`src/rtl/fatorador_pkg.sv`:
```
// Shared definitions for the prime-factorization controller: state encoding,
// default sizes and the value stored in an unused result slot.
package fatorador_pkg;

    typedef enum logic [2:0] {
        ST_IDLE   = 3'd0,
        ST_CHECK  = 3'd1,
        ST_WAIT   = 3'd2,
        ST_UPDATE = 3'd3,
        ST_FINISH = 3'd4
    } state_e;

    localparam int DEF_WIDTH = 16;
    localparam int DEF_SLOTS = 4;

    localparam logic [DEF_WIDTH-1:0] EMPTY_SLOT = '0;

endpackage

```
`src/rtl/fatorador_div.sv`:
```
// Restoring sequential divider: one quotient bit per cycle, WIDTH cycles from
// div_start to a one-cycle div_done. A new div_start restarts it at any time.
module fatorador_div #(
    parameter int WIDTH = 16
) (
    input  logic             clock,
    input  logic             reset,
    input  logic             div_start,
    input  logic [WIDTH-1:0] dividend,
    input  logic [WIDTH-1:0] divisor,
    output logic [WIDTH-1:0] quotient,
    output logic [WIDTH-1:0] remainder,
    output logic             div_done
);
    localparam int CW = $clog2(WIDTH + 1);

    logic [WIDTH-1:0] rem_q, quo_q, dvs_q;
    logic [CW-1:0]    cnt_q;
    logic             running_q, done_q;
    logic [WIDTH:0]   trial, diff;
    logic             fits;

    always_comb begin
        trial = {rem_q, quo_q[WIDTH-1]};
        diff  = trial - {1'b0, dvs_q};
        fits  = (trial >= {1'b0, dvs_q});
    end

    always_ff @(posedge clock) begin
        if (reset) begin
            rem_q     <= '0;
            quo_q     <= '0;
            dvs_q     <= '0;
            cnt_q     <= '0;
            running_q <= 1'b0;
            done_q    <= 1'b0;
        end else if (div_start) begin
            rem_q     <= '0;
            quo_q     <= dividend;
            dvs_q     <= divisor;
            cnt_q     <= CW'(WIDTH);
            running_q <= 1'b1;
            done_q    <= 1'b0;
        end else if (running_q) begin
            rem_q <= fits ? diff[WIDTH-1:0] : trial[WIDTH-1:0];
            quo_q <= {quo_q[WIDTH-2:0], fits};
            cnt_q <= cnt_q - CW'(1);
            // The final iteration both ends the run and raises done
            if (cnt_q == CW'(1)) begin
                running_q <= 1'b0;
                done_q    <= 1'b1;
            end
        end else begin
            done_q <= 1'b0;
        end
    end

    assign quotient  = quo_q;
    assign remainder = rem_q;
    assign div_done  = done_q;

endmodule

```
`src/rtl/fatorador_ctrl.sv`:
```
// Trial-division factorization controller storing distinct primes in ascending order.
// Build option FATORADOR_CHANGE_DETECT_EN: any change of value restarts the run.
module fatorador_ctrl
    import fatorador_pkg::*;
#(
    parameter int WIDTH     = DEF_WIDTH,
    parameter int NUM_SLOTS = DEF_SLOTS
) (
    input  logic             clock,
    input  logic             reset,
    input  logic             start,
    input  logic [WIDTH-1:0] value,
    output logic             busy,
    output logic             done,
    output logic [WIDTH-1:0] factor0,
    output logic [WIDTH-1:0] factor1,
    output logic [WIDTH-1:0] factor2,
    output logic [WIDTH-1:0] factor3,
    output logic [2:0]       count,
    output logic             overflow
);
    localparam int DW = WIDTH / 2 + 1;
    localparam int IW = (NUM_SLOTS > 1) ? $clog2(NUM_SLOTS) : 1;
    localparam logic [2:0] SLOTS = 3'(NUM_SLOTS);

    state_e           state_q;
    logic [WIDTH-1:0] n_q, last_q;
    logic [DW-1:0]    d_q;
    logic [WIDTH-1:0] factor_q [NUM_SLOTS];
    logic [2:0]       count_q;
    logic             overflow_q, busy_q, done_q;

    logic [2*DW-1:0]  dSq, nWide;
    logic [WIDTH-1:0] dWide, recVal, quotient, remainder;
    logic             nLow, dOver, divStart, divDone, startAcc, abortRun, recEn;

`ifdef FATORADOR_CHANGE_DETECT_EN
    logic [WIDTH-1:0] valuePrev_q;

    always_ff @(posedge clock) begin
        valuePrev_q <= value;
    end

    assign abortRun = (value != valuePrev_q) && !reset;
    assign startAcc = (start && (state_q == ST_IDLE)) || abortRun;
`else
    assign abortRun = 1'b0;
    assign startAcc = start && (state_q == ST_IDLE);
`endif

    // d*d is formed at full double width so the loop bound never wraps
    always_comb begin
        nWide    = {{(2*DW-WIDTH){1'b0}}, n_q};
        dSq      = {{DW{1'b0}}, d_q} * {{DW{1'b0}}, d_q};
        dWide    = {{(WIDTH-DW){1'b0}}, d_q};
        nLow     = (n_q < WIDTH'(2));
        dOver    = (dSq > nWide);
        divStart = (state_q == ST_CHECK) && !nLow && !dOver;
        recEn    = 1'b0;
        recVal   = '0;
        if ((state_q == ST_CHECK) && !nLow && dOver && (n_q != last_q)) begin
            recEn  = 1'b1;
            recVal = n_q;
        end else if ((state_q == ST_UPDATE) && (remainder == '0) && (dWide != last_q)) begin
            recEn  = 1'b1;
            recVal = dWide;
        end
    end

    always_ff @(posedge clock) begin
        if (reset) begin
            state_q    <= ST_IDLE;
            n_q        <= '0;
            d_q        <= '0;
            last_q     <= '0;
            factor_q   <= '{default: WIDTH'(EMPTY_SLOT)};
            count_q    <= '0;
            overflow_q <= 1'b0;
            busy_q     <= 1'b0;
            done_q     <= 1'b0;
        end else if (startAcc) begin
            state_q    <= ST_CHECK;
            n_q        <= value;
            d_q        <= DW'(2);
            last_q     <= '0;
            factor_q   <= '{default: WIDTH'(EMPTY_SLOT)};
            count_q    <= '0;
            overflow_q <= 1'b0;
            busy_q     <= 1'b1;
            done_q     <= 1'b0;
        end else begin
            done_q <= 1'b0;
            // Once every slot is taken, further primes only flag overflow
            if (recEn) begin
                if (count_q < SLOTS) begin
                    factor_q[count_q[IW-1:0]] <= recVal;
                    count_q <= count_q + 3'd1;
                end else begin
                    overflow_q <= 1'b1;
                end
                last_q <= recVal;
            end
            unique case (state_q)
                ST_IDLE: ;
                ST_CHECK: begin
                    if (nLow || dOver) begin
                        state_q <= ST_FINISH;
                        busy_q  <= 1'b0;
                        done_q  <= 1'b1;
                    end else begin
                        state_q <= ST_WAIT;
                    end
                end
                ST_WAIT: begin
                    if (divDone) state_q <= ST_UPDATE;
                end
                ST_UPDATE: begin
                    if (remainder == '0) n_q <= quotient;
                    else d_q <= (d_q == DW'(2)) ? DW'(3) : d_q + DW'(2);
                    state_q <= ST_CHECK;
                end
                ST_FINISH: state_q <= ST_IDLE;
                default:   state_q <= ST_IDLE;
            endcase
        end
    end

    fatorador_div #(.WIDTH(WIDTH)) uDiv (
        .clock     (clock),
        .reset     (reset | abortRun),
        .div_start (divStart),
        .dividend  (n_q),
        .divisor   (dWide),
        .quotient  (quotient),
        .remainder (remainder),
        .div_done  (divDone)
    );

    assign busy     = busy_q;
    assign done     = done_q;
    assign factor0  = factor_q[0];
    assign factor1  = factor_q[1];
    assign factor2  = factor_q[2];
    assign factor3  = factor_q[3];
    assign count    = count_q;
    assign overflow = overflow_q;

endmodule

```
`config.mk`:
```
export PLATFORM = sky130hd
export DESIGN_NAME = fatorador_ctrl
export DESIGN_NICKNAME = d
export VERILOG_FILES = /design/src/rtl/fatorador_pkg.sv /design/src/rtl/fatorador_div.sv /design/src/rtl/fatorador_ctrl.sv
export SDC_FILE = /design/constraint.sdc
export NUM_CORES = 1
export LEC_CHECK = 0
export BUFFER_PORTS_ARGS = -buffer_cell sky130_fd_sc_hd__buf_2
export CAP_MARGIN = 20
export CORE_MARGIN = 2
export CORE_UTILIZATION = 35
export CTS_CLUSTER_SIZE = 30
export DETAILED_ROUTE_END_ITERATION = 7
export GPL_ROUTABILITY_DRIVEN = 0
export GPL_TIMING_DRIVEN = 0
export PLACE_DENSITY = 0.51
export SLEW_MARGIN = 20
export SYNTH_ARGS = -nofsm -noshare
export SYNTH_HDL_FRONTEND = slang
export SYNTH_SLANG_ARGS = --single-unit
```
`constraint.sdc`:
```
create_clock -name clock -period 20.6 [get_ports clock]
set_input_delay 2.06 -clock clock [delete_from_list [all_inputs] [get_ports clock]]
set_output_delay 2.06 -clock clock [all_outputs]
set_load 0.005 [all_outputs]
```
==> impl_metrics.toml, run 1 <==
[outcome]
status = "finished clean"

[detailed_routing]
via_count = 8260
wl_um = 28450
drt-pass1-iter-count = 5
drt_iter0_drc = 403
drt-vias-per-instance = 5.077
drcViolationCount = 0
wl_per_cell_um = 17.48
drtAntennaViolNets = 0

[grt]
grt_overflow_total = 0
grt_pass1_vias = 8139
grt_antenna_before_repair = 0
track_usage_pct = 19.92
use_met3_pct = 3.250
grt_first_pass_wirelength_um = 45380
grtUsageMet1_pct = 28.47
grt_max_degree = 18
met2_usage_pct = 31.26
grt-busiest-layer = "met2"

[critical_path]
critPathCaptureType = "flip-flop"
slowest_delay_ps = 700
worstSetupPathType = "reg -> reg"
worstPathArrival_ps = 8760
critPathRequiredTime_ps = 20880
critPathTopFamily = "adder cells"
cp-start-kind = "flip-flop"
crit_slowest_cell = "a22oi_1"
cpMostUsedCell = "a21oi_1"
path_buf_inv = 8
path_max_fanout = 10

[clocking]
cts_root_buf = "clkbuf_16"
clock_latency_ps = 440
numCtsBuffers = 17
clockBufferDepth = 2
clk_pin_slew_worst_paths_ps = 70
cts_tree = "done"
cts.sinks = 162
ctsResizeCount = 0
h-tree-depth = 4
ctsHoldBuffers = 0
postCtsSetupBuffers = 0

[timing]
period_minus_slack_ps = 8476
fmax_mhz = 118.0
hold_slack_ps = 454.9
tightest_slew_ps = 1089
final-setup-viol-count = 0
hold_viol = 0
fin_skew_ps = 12.22
fin_crit_sh_pct = 41.15
maxSlewViolCount = 0
fin_setup_tns_ps = 0
rsz0062_at_grt = "false"
maxSlewHeadroom_pct = 27.26

[place]
post-place-cells = 1595
portBuffers = 87
dp_hpwl_um = 20870

[floorplan]
ios = 89
row_count = 61
design.die.area_um2 = 29660
core_um2 = 27860
start_util_pct = 35.55
fp.dieH_um = 172.2
die_w_um = 172.2

[flow_run]
max_cap_violations = 0

[power_and_ir_drop]
p_total_w = 0.0008873
p_sw_share_pct = 33.12
p_clk_share_pct = 37.9
power_density_nw_per_um2 = 77.64
cellLeakagePower_nw = 5.254
p_int_w = 0.0005934
power.switching_w = 0.0002939
irDropWorstVdd_v = 0.00006208
seqPwrFrac_pct = 39.9
pwr-share-comb_pct = 22.2

[finish]
layout_common_cells = "162 x dfxtp_1, 112 x nor2_1, 104 x inv_1"
drive_gt1_share_pct = 11.53
syn_to_final_growth_pct = 15.40
utilization_pct = 41.02
layout_commonest_cell = "dfxtp_1"
fin_nets = 1354
antenna_cells = 0
layout.cells.non_filler = 1627
fillCellCount = 2835

[synthesis]
synthCells = 1130
ys_warn_count = 0
synth_edf_count = 0
synth_flop_cell = "dfxtp_1"
ys_ff_latch = 162
ys_seq_area_share_pct = 32.75
synth_cell_types = 61
synth_nets = 1248
synth.avg_cell_area_um2 = 8.764
synth_area_um2 = 9903
async_flop_share_pct = 0

[hold_path]
min_path_type = "reg -> reg"
==> sequential cells by signal, summed over array words and instances (netlist names) <==
signal          flops
uDiv.remainder     16
d_q                 9
uDiv.cnt_q          5
done                1
factor2            16
uDiv.div_done       1
busy                1
uDiv.running_q      1
factor1            16
n_q                16
overflow            1
uDiv.dvs_q          9
state_q             3
last_q             16
count               3
factor0            16
factor3            16
uDiv.quotient      16
==> worst reg2reg max path: cells and delay by family (launching register included) <==
| kind | cells | cell delay, ps |
|---|---|---|
| and+or+nand+nor | 2 | 650 |
| buffers and inverters | 8 | 1700 |
| adders and majority gates | 6 | 2750 |
| xor gates and xnor gates | 1 | 160 |
| AOI/OAI and AO/OA | 13 | 2700 |
| DFF | 1 | 350 |
==> final timing paths <==
check / slack [ps] / startpoint / endpoint / depth (start not counted)
worst max-delay path: 12120 / d_q[1]$_SDFFE_PP0P_ / factor1[8]$_SDFFE_PP0P_ / 30
worst min-delay path: 450 / factor3[11]$_SDFFE_PP0P_ / factor3[11]$_SDFFE_PP0P_ / 2
worst max register to register: 12120 / d_q[1]$_SDFFE_PP0P_ / factor1[8]$_SDFFE_PP0P_ / 30
worst min register to register: 450 / factor3[11]$_SDFFE_PP0P_ / factor3[11]$_SDFFE_PP0P_ / 2
==> logic make-up (layout without fill, tap and decap cells) <==
kind of cell | Yosys count | after routing | share of synthesized area, %
flip-flops | 162 | 162 | 32.75
adder cells (fa/ha/maj) | 99 | 99 | 15.09
buffers and inverters | 176 | 295 | 7.517
AO/OA/AOI/OAI | 249 | 249 | 16.50
multiplexers | 77 | 77 | 7.783
AND/OR/NAND/NOR | 305 | 305 | 14.81
XOR/XNOR | 62 | 62 | 5.559
==> metrics by stage <==
step                      cell area [um^2]  setup slack, ps
after floorplan                       9903            13870
after global placement               10810            12120
after detailed placement             10810            12160
after CTS                            11430            12080
after global routing                 11430            11480
final                                11430            12120
==> power by group through the flow <==
stage / clock [W] / combinational [W] / sequential [W]
2_1_floorplan: 0 / 0.000147 / 0.000354
3_3_place_gp: 0 / 0.000194 / 0.000361
3_5_place_dp: 0 / 0.000195 / 0.000361
4_1_cts: 0.000343 / 0.000197 / 0.000354
5_1_grt: 0.000355 / 0.000219 / 0.000357
6_report: 0.000336 / 0.000197 / 0.000354
==> per-layer routing <==
metal  wire (um)  vias to the layer above  share of wire [%]
met5           0                        -                  0
met4         388                        0                1.4
met3        1098                       22                3.9
met2       12910                      157                 45
met1       14050                     3961                 49
li1            -                     4120                  -
==> Yosys cell counts (17+ instances only) <==
cell      number  area share, %
dfxtp_1      162             33
nor2_1       112            4.2
inv_1        104            3.9
a21oi_1       83            4.2
mux2i_1       77            7.8
nand2_1       70            2.7
ha_1          65            8.2
clkbuf_1      54            2.0
a211oi_1      53            4.0
o31ai_1       36            2.7
fa_1          34            6.9
xor2_1        34            3.0
o21ai_0       27            1.4
xnor2_1       27            2.4
nand3_1       23            1.2
nor2b_1       17            1.1
nor4_1        17            1.1
==> final cells by class <==
cell class | instances | area (um^2) | share of cell area, %
Sequential cell | 162 | 3243 | 28.38
Inverter | 104 | 390.4 | 3.416
Clock inverter | 15 | 191.4 | 1.675
Multi-Input combinational cell | 792 | 5916 | 51.76
Buffer | 72 | 354.1 | 3.098
Clock buffer | 17 | 425.4 | 3.722
Timing Repair Buffer | 87 | 435.4 | 3.810
Tap cell | 378 | 473.0 | 4.138
No activity file was read; power rests on OpenSTA's default activity.
==> run 2: changes to the inputs <==
--- a/config.mk
+++ b/config.mk
@@ -13,7 +13,7 @@
 export DETAILED_ROUTE_END_ITERATION = 7
 export GPL_ROUTABILITY_DRIVEN = 0
 export GPL_TIMING_DRIVEN = 0
-export PLACE_DENSITY = 0.51
+export PLACE_DENSITY = 0.53
 export SLEW_MARGIN = 20
 export SYNTH_ARGS = -nofsm -noshare
 export SYNTH_HDL_FRONTEND = slang
==> constraint.sdc (replaced) <==
create_clock -name clock -period 7.22 [get_ports clock]
set_input_delay 0.722 -clock clock [delete_from_list [all_inputs] [get_ports clock]]
set_output_delay 0.722 -clock clock [all_outputs]
set_load 0.005 [all_outputs]
==> impl_metrics.toml, run 2 (synthesized netlist as in run 1, its figures left out) <==
[critical_path]
slowest_delay_ps = 550
crit_slowest_cell = "fa_1"
cpMostUsedCell = "fa_1"
cp-start-kind = "flip-flop"
worstSetupPathType = "reg -> reg"
critPathRequiredTime_ps = 7510
worstPathArrival_ps = 7200
path_max_fanout = 10
critPathCaptureType = "flip-flop"

[finish]
antenna_cells = 0
utilization_pct = 42.07
fin_nets = 1362
syn_to_final_growth_pct = 18.35
layout_commonest_cell = "dfxtp_1"
layout_common_cells = "159 x dfxtp_1, 111 x nor2_1, 102 x inv_1"
drive_gt1_share_pct = 15.99
layout.cells.non_filler = 1635

[grt]
grt_max_degree = 19
grt_antenna_before_repair = 0
grt_pass1_vias = 8128
track_usage_pct = 19.74
grt_first_pass_wirelength_um = 45350
grt_overflow_total = 0

[detailed_routing]
drt-vias-per-instance = 5.092
drtAntennaViolNets = 0
drcViolationCount = 0
via_count = 8325
wl_um = 28430
wl_per_cell_um = 17.39
drt-pass1-iter-count = 5
drt_iter0_drc = 631

[clocking]
clock_latency_ps = 430
cts_tree = "done"
clockBufferDepth = 2
cts_root_buf = "clkbuf_16"
numCtsBuffers = 17
cts.sinks = 162
ctsHoldBuffers = 0
h-tree-depth = 4
clk_pin_slew_worst_paths_ps = 70

[hold_path]
min_path_type = "reg -> reg"

[timing]
hold_viol = 0
fin_ws_ps = 307.7
maxSlewViolCount = 0
fin_crit_sh_pct = 95.74
maxSlewHeadroom_pct = 46.50
period_minus_slack_ps = 6912
fin_setup_tns_ps = 0
fmax_mhz = 144.7
tightest_slew_ps = 801.9
fin_skew_ps = 14.09
final-setup-viol-count = 0

[place]
post-place-cells = 1595
pre_cts_slack_ps = -1116
portBuffers = 87
dp_hpwl_um = 20590

[outcome]
status = "finished clean"

[floorplan]
die_w_um = 172.2
core_um2 = 27860
ios = 89
start_util_pct = 35.55
fp.dieH_um = 172.2
design.die.area_um2 = 29660
row_count = 61

[power_and_ir_drop]
power_density_nw_per_um2 = 213.5
irDropWorstVdd_v = 0.0001747
p_total_w = 0.002502
cellLeakagePower_nw = 5.370

[flow_run]
max_cap_violations = 0
==> run 2: layer usage <==
layer | routed length, um | up-vias | part of all wire (%) | global-route usage (%)
li1 | - | 4134 | - | -
met1 | 13820 | 3982 | 49 | 28.49
met2 | 12940 | 179 | 46 | 30.71
met3 | 1134 | 30 | 4.0 | 2.907
met4 | 530 | 0 | 1.9 | 5.407
met5 | 0 | - | 0 | 0
==> run 2: what timing repair did <==
action / CTS / global route
setup endpoints to repair: 135 / 134
resized for setup: 42 / 30
buffers inserted: 2 / 9
pin swaps: 3 / 7
==> run 2: final cells by class <==
| type | count | area (um^2) |
|---|---|---|
| Buffer | 69 | 385.4 |
| Clock buffer | 17 | 425.4 |
| Clock inverter | 15 | 162.7 |
| Fill cell | 2842 | 16140 |
| Inverter | 104 | 394.1 |
| Multi-Input combinational cell | 792 | 6090 |
| Sequential cell | 162 | 3247 |
| Tap cell | 378 | 473.0 |
| Timing Repair Buffer | 98 | 543.0 |
==> run 2: final timing paths <==
check / cells past startpoint / slack, ps / from / end
setup / recovery: 29 / 310 / d_q[2]$_SDFFE_PP0P_ / factor0[7]$_SDFFE_PP0P_
hold / removal: 2 / 460 / factor2[12]$_SDFFE_PP0P_ / factor2[12]$_SDFFE_PP0P_
setup reg to reg: 29 / 310 / d_q[2]$_SDFFE_PP0P_ / factor0[7]$_SDFFE_PP0P_
hold reg to reg: 2 / 460 / factor2[12]$_SDFFE_PP0P_ / factor2[12]$_SDFFE_PP0P_
==> run 2: per-stage QoR <==
stage	hold WS (ps)	cell area [um^2]
after floorplan	451.1	9903
after global placement	439.5	10810
after detailed placement	443.1	10810
after CTS	460.1	11570
after global routing	477.1	11720
final	458.1	11720
==> run 2: critical path, delay by kind of cell (launching register included) <==
kind | cells | cell delay, ps
adder cells (fa/ha/maj) | 6 | 2680
AO/OA/AOI/OAI | 13 | 2170
buffers and inverters | 7 | 930
AND/OR/NAND/NOR | 2 | 450
flip-flops | 1 | 360
XOR/XNOR | 1 | 170
==> run 2: report_power, final <==
group	leakage, nW	switching (W)	internal (W)
Clock	0.281	0.000444	0.000466
Sequential	1.32	0.0000608	0.000950
Combinational	3.77	0.000353	0.000228
